File: config.mk
export PLATFORM = sky130hd
export DESIGN_NAME = wb_register_master
export DESIGN_NICKNAME = d
export VERILOG_FILES = /design/src/rtl/wb_register_master.sv
export SDC_FILE = /design/constraint.sdc
export NUM_CORES = 1
export LEC_CHECK = 0
export BUFFER_PORTS_ARGS = -buffer_cell sky130_fd_sc_hd__buf_2
export CAP_MARGIN = 0
export CORE_MARGIN = 1.5
export CORE_UTILIZATION = 35
export CTS_BUF_LIST = sky130_fd_sc_hd__clkbuf_16
export DETAILED_ROUTE_END_ITERATION = 12
export HOLD_SLACK_MARGIN = 0.12
export PLACE_DENSITY_LB_ADDON = 0.1
export RECOVER_POWER = 25
export SYNTH_ARGS = -nofsm -noshare
export SYNTH_HDL_FRONTEND = slang
export SYNTH_SLANG_ARGS = --single-unit
File: constraint.sdc
create_clock -name WBs_CLK_i -period 2.82 [get_ports WBs_CLK_i]
set_clock_uncertainty 0.05 [all_clocks]
set_input_delay 0.282 -clock WBs_CLK_i [delete_from_list [all_inputs] [get_ports WBs_CLK_i]]
set_output_delay 0.282 -clock WBs_CLK_i [all_outputs]
set_load 0.1 [all_outputs]
File: src/rtl/wb_register_master.sv
// wb_register_master: Wishbone initiator turning single-word register commands into classic bus cycles.
// Define WBM_TIMEOUT_EN to bound the ACK wait to TIMEOUT_CYCLES and report an error response.
module wb_register_master #(
  parameter int ADDRWIDTH      = 7,
  parameter int DATAWIDTH      = 32,
  parameter int TIMEOUT_CYCLES = 255,
  parameter int CNTWIDTH       = 16
) (
  input  logic                 WBs_CLK_i,
  input  logic                 WBs_RST_i,
  input  logic                 cmd_valid_i,
  output logic                 cmd_ready_o,
  input  logic                 cmd_we_i,
  input  logic [ADDRWIDTH-1:0] cmd_adr_i,
  input  logic [DATAWIDTH-1:0] cmd_dat_i,
  input  logic [3:0]           cmd_be_i,
  output logic                 rsp_valid_o,
  input  logic                 rsp_ready_i,
  output logic [DATAWIDTH-1:0] rsp_dat_o,
  output logic                 rsp_err_o,
  output logic [ADDRWIDTH-1:0] WBm_ADR_o,
  output logic                 WBm_CYC_o,
  output logic                 WBm_STB_o,
  output logic                 WBm_WE_o,
  output logic [3:0]           WBm_BYTE_STB_o,
  output logic [DATAWIDTH-1:0] WBm_DAT_o,
  input  logic [DATAWIDTH-1:0] WBm_DAT_i,
  input  logic                 WBm_ACK_i,
  output logic                 busy_o,
  output logic [CNTWIDTH-1:0]  txn_count_o
);
  typedef enum logic [1:0] {IDLE, BUS, RESP} state_t;
  state_t               state_q, state_d;
  logic                 ready_q, ready_d;
  logic                 cyc_q, cyc_d;
  logic                 we_q, we_d;
  logic [ADDRWIDTH-1:0] adr_q, adr_d;
  logic [DATAWIDTH-1:0] dat_q, dat_d;
  logic [3:0]           be_q, be_d;
  logic                 rsp_valid_q, rsp_valid_d;
  logic [DATAWIDTH-1:0] rsp_dat_q, rsp_dat_d;
  logic                 rsp_err_q, rsp_err_d;
  logic [CNTWIDTH-1:0]  cnt_q, cnt_d;
  logic                 expired;
`ifdef WBM_TIMEOUT_EN
  localparam int TW = ($clog2(TIMEOUT_CYCLES + 1) > 8) ? $clog2(TIMEOUT_CYCLES + 1) : 8;
  logic [TW-1:0] wait_q, wait_d;
  // Held at zero outside BUS so it starts cleared on every bus entry.
  always_comb wait_d = (state_q == BUS) ? wait_q + 1'b1 : '0;
  assign expired = (state_q == BUS) && (wait_q == TW'(TIMEOUT_CYCLES - 1));
  always_ff @(posedge WBs_CLK_i or posedge WBs_RST_i)
    if (WBs_RST_i) wait_q <= '0;
    else wait_q <= wait_d;
`else
  logic [31:0] unused_timeout;
  assign unused_timeout = TIMEOUT_CYCLES;
  assign expired = 1'b0;
`endif
  always_comb begin
    state_d     = state_q;
    cyc_d       = cyc_q;
    we_d        = we_q;
    adr_d       = adr_q;
    dat_d       = dat_q;
    be_d        = be_q;
    rsp_valid_d = rsp_valid_q;
    rsp_dat_d   = rsp_dat_q;
    rsp_err_d   = rsp_err_q;
    cnt_d       = cnt_q;
    case (state_q)
      IDLE: if (cmd_valid_i && ready_q) begin
        state_d = BUS;
        cyc_d   = 1'b1;
        we_d    = cmd_we_i;
        adr_d   = cmd_adr_i;
        dat_d   = cmd_dat_i;
        be_d    = cmd_be_i;
      end
      // ACK takes priority over an expiring wait counter.
      BUS: if (WBm_ACK_i || expired) begin
        state_d     = RESP;
        cyc_d       = 1'b0;
        rsp_valid_d = 1'b1;
        rsp_err_d   = !WBm_ACK_i;
        rsp_dat_d   = (WBm_ACK_i && !we_q) ? WBm_DAT_i : '0;
        cnt_d       = cnt_q + 1'b1;
      end
      RESP: if (rsp_ready_i) begin
        state_d     = IDLE;
        rsp_valid_d = 1'b0;
      end
      default: state_d = IDLE;
    endcase
    ready_d = (state_d == IDLE);
  end
  always_ff @(posedge WBs_CLK_i or posedge WBs_RST_i)
    if (WBs_RST_i) begin
      state_q     <= IDLE;
      ready_q     <= 1'b0;
      cyc_q       <= 1'b0;
      we_q        <= 1'b0;
      adr_q       <= '0;
      dat_q       <= '0;
      be_q        <= '0;
      rsp_valid_q <= 1'b0;
      rsp_dat_q   <= '0;
      rsp_err_q   <= 1'b0;
      cnt_q       <= '0;
    end else begin
      state_q     <= state_d;
      ready_q     <= ready_d;
      cyc_q       <= cyc_d;
      we_q        <= we_d;
      adr_q       <= adr_d;
      dat_q       <= dat_d;
      be_q        <= be_d;
      rsp_valid_q <= rsp_valid_d;
      rsp_dat_q   <= rsp_dat_d;
      rsp_err_q   <= rsp_err_d;
      cnt_q       <= cnt_d;
    end
  assign cmd_ready_o    = ready_q;
  assign rsp_valid_o    = rsp_valid_q;
  assign rsp_dat_o      = rsp_dat_q;
  assign rsp_err_o      = rsp_err_q;
  assign WBm_ADR_o      = adr_q;
  assign WBm_CYC_o      = cyc_q;
  assign WBm_STB_o      = cyc_q;
  assign WBm_WE_o       = we_q;
  assign WBm_BYTE_STB_o = be_q;
  assign WBm_DAT_o      = dat_q;
  assign busy_o         = (state_q != IDLE);
  assign txn_count_o    = cnt_q;
endmodule

==> results.md <==
- Final Slew Violations: 0
- Top-area cell type share of the netlist area: 61.4%
- Sequential share of the synthesized area: 61.4%
- Setup violations, final: 0
- Clk buf depth: 2
- Port Buffers: 178
- Cell Area, Synth: 3990 µm²
- Crit-path max cell delay: 0.61 ns
- Critical Path Start: state_q[0]
- Critical Path End: WBm_ADR_o[2]
- Post-DR wirelength/cell: 13.1 µm
- Die width: 110 µm
- Least-Margin Pin Slew: 1.33 ns
- Data required, critical path: 3.00 ns
- Gp weighted congestion: 0.744
- Syn nets: 399
- Count leader, synth: dfrtp_1
- Main flop type after synthesis: dfrtp_1
- Relative slew slack: 11.1%
- Final wirelength: 8990 µm
- Largest net degree at the start of global routing: 99
- IO Pins: 179
- RR Startpoint: state_q[0]
- Final net count: 621
- Vias: 3060
- First-pass DRT Iterations: 4
- Post-synthesis register bit count: 98
- Worst setup SP type: register
- Vias/cell: 4.47
- Distinct cells, synth: 33
- Avg Inst Size Synth: 12.6 µm²
- WP data arrival: 2.07 ns
- Crit share post-route: 67.0%
- Reg2Reg Depth: 4
- # DRC: 0
- First-pass GRT wire length: 14300 µm
- Post-DP HPWL: 5910 µm
- Critical Path, Cell by Cell: nor2_1, inv_1, nor2_8, mux2_2
- Quantity of gates resized following cts: 0
- Synth area leader: dfrtp_1
- Ant diodes: 0
- Worst-Skew Late Latency: 0.34 ns
- FILL cells: 998
- Total negative setup slack: 0 ns
- Fraction of layout cells with a size suffix above 1: 44.5%
- Max cap viols: 0
- Reg2reg setup slack: 0.93 ns
- Starting Density: 36.4%
- Worst r2r dst: WBm_ADR_o[2]
- Number of antenna-violating nets in the routed design: 0
- CTS tree: done
- Post-Synthesis Cells: 317
- GRT overflow: 0
- Async SR Flop Fraction: 100%
- Worst hold-check path type: primary input to register
- Die Ht: 110 µm
- Die area: 12100 µm²
- CTS Root Cell: clkbuf_16
- Status: finished clean
- Gr usage total: 15.8%
- Final critical-path required period: 1.89 ns
- Setup crit end kind: register
- Area growth, synth to finish: 44.4%
- Antenna violations before repair: 0
- Final hold viol count: 0
- Critical path class: register to register
- Peak fanout along the critical path: 45
- Num rows: 38
- CTS Buf Count: 9
- Core area: 11000 µm²
- Number of global-route vias before repair: 3019
- Clock transition at the registers of the reported paths: 0.06 ns
- Crit-path slowest cell: nor2_8
- CTS H-Tree Depth: 3
- EDFF count, synth: 0
- Synth area leaders: dfrtp_1, mux2_2, nand2b_1, nand2_1, o21ai_0
- RSZ-0062 raised after global routing: no
- Synth warnings: 0
- DRT iter0 DRCs: 88
- Commonest cells in the netlist: dfrtp_1, nand2_1, mux2_2
- Max Freq: 529 MHz
- TritonCTS Sinks: 98
## area by class of cell
cell class	count	area [µm²]	area share, %
Clock inverter	7	83.8	1.45
Timing Repair Buffer	228	1380	24.0
Inverter	4	18.8	0.326
Sequential cell	98	2450	42.5
Tap cell	140	175	3.04
Clock buffer	9	225	3.91
Multi-Input combinational cell	198	1430	24.8
## flip-flops by register name, summed over array words and instances, names as in the netlist
signal          flops
WBm_ADR_o           7
WBm_BYTE_STB_o      4
WBm_CYC_o           1
WBm_DAT_o          32
WBm_WE_o            1
cmd_ready_o         1
rsp_dat_o          32
rsp_err_o           1
rsp_valid_o         1
state_q             2
txn_count_o        16
## through the flow
step | cells | util (%) | instance area [µm²] | hold WS (ns) | setup slack [ns]
after floorplan | 317 | - | 4000 | 0.340 | 0.675
after global placement | 621 | 45.5 | 5000 | 0.408 | 0.996
after detailed placement | 621 | 45.5 | 5000 | 0.415 | 0.950
after CTS | 684 | 52.6 | 5780 | 0.120 | 0.930
after global routing | 684 | 52.5 | 5760 | 0.121 | 0.650
final | 684 | 52.5 | 5760 | 0.134 | 0.931
## how the worst min path moves through the flow
stage / slack, ns / end / startpoint / cells past startpoint
after global routing: 0.12 / rsp_dat_o[9] / WBm_DAT_i[9] / 3
after detailed placement: 0.42 / rsp_dat_o[16] / rsp_dat_o[16] / 2
after floorplan: 0.34 / state_q[1] / rsp_ready_i / 1
final: 0.13 / rsp_dat_o[25] / WBm_DAT_i[25] / 3
after global placement: 0.41 / rsp_dat_o[1] / rsp_dat_o[1] / 2
after CTS: 0.12 / rsp_dat_o[28] / WBm_DAT_i[28] / 3
## worst max-delay path: cells and delay by family (launching register included)
| family | cells | cell delay [ns] |
|---|---|---|
| multiplexers | 1 | 0.41 |
| buffers and inverters | 1 | 0.12 |
| AND/OR/NAND/NOR | 2 | 0.73 |
| flip-flops | 1 | 0.43 |
## cells in the final DEF, fill, tap and decap left out, types with 2 or more instances in the layout
cell / count
mux2_1: 6
dfrtp_1: 98
clkbuf_16: 9
nand4_1: 2
buf_4: 2
nand2b_1: 33
clkinv_1: 3
mux2_2: 38
inv_1: 3
o21ai_0: 33
xnor2_1: 12
clkinvlp_4: 2
a21oi_1: 2
nand3_2: 2
buf_2: 176
nand4_4: 2
bufinv_16: 2
nor2_1: 5
and3_1: 2
nand3_1: 4
dlygate4sd3_1: 47
nand2_1: 44
clkbuf_1: 2
xnor2_2: 2
## repair_timing
| action | 4_1_cts | 5_1_grt |
|---|---|---|
| hold endpoints to repair | 144 | 0 |
| setup buffers | 0 | 0 |
| endpoints found under the setup margin | 0 | 0 |
| hold buffers | 47 | 0 |
## routing by layer
metal	vias to the layer above	track usage (%)	part of all wire, %
li1	1506	-	-
met5	-	0	0
met3	13	7.88	9.6
met4	0	5.57	1.9
met2	113	25.3	47
met1	1428	18.2	42
## cells by family after synthesis
family | Yosys count | share of synthesized area [%]
xor gates and xnor gates | 15 | 3.67
AOI/OAI and AO/OA | 38 | 5.01
muxes | 44 | 12.4
and+or+nand+nor | 100 | 14.2
buffers and inverters | 21 | 2.95
adders and majority gates | 1 | 0.313
DFF | 98 | 61.4
Power is left out: the tool's default activity adds up to more than one toggle a clock period on the data nets, which glitch-free logic cannot reach.
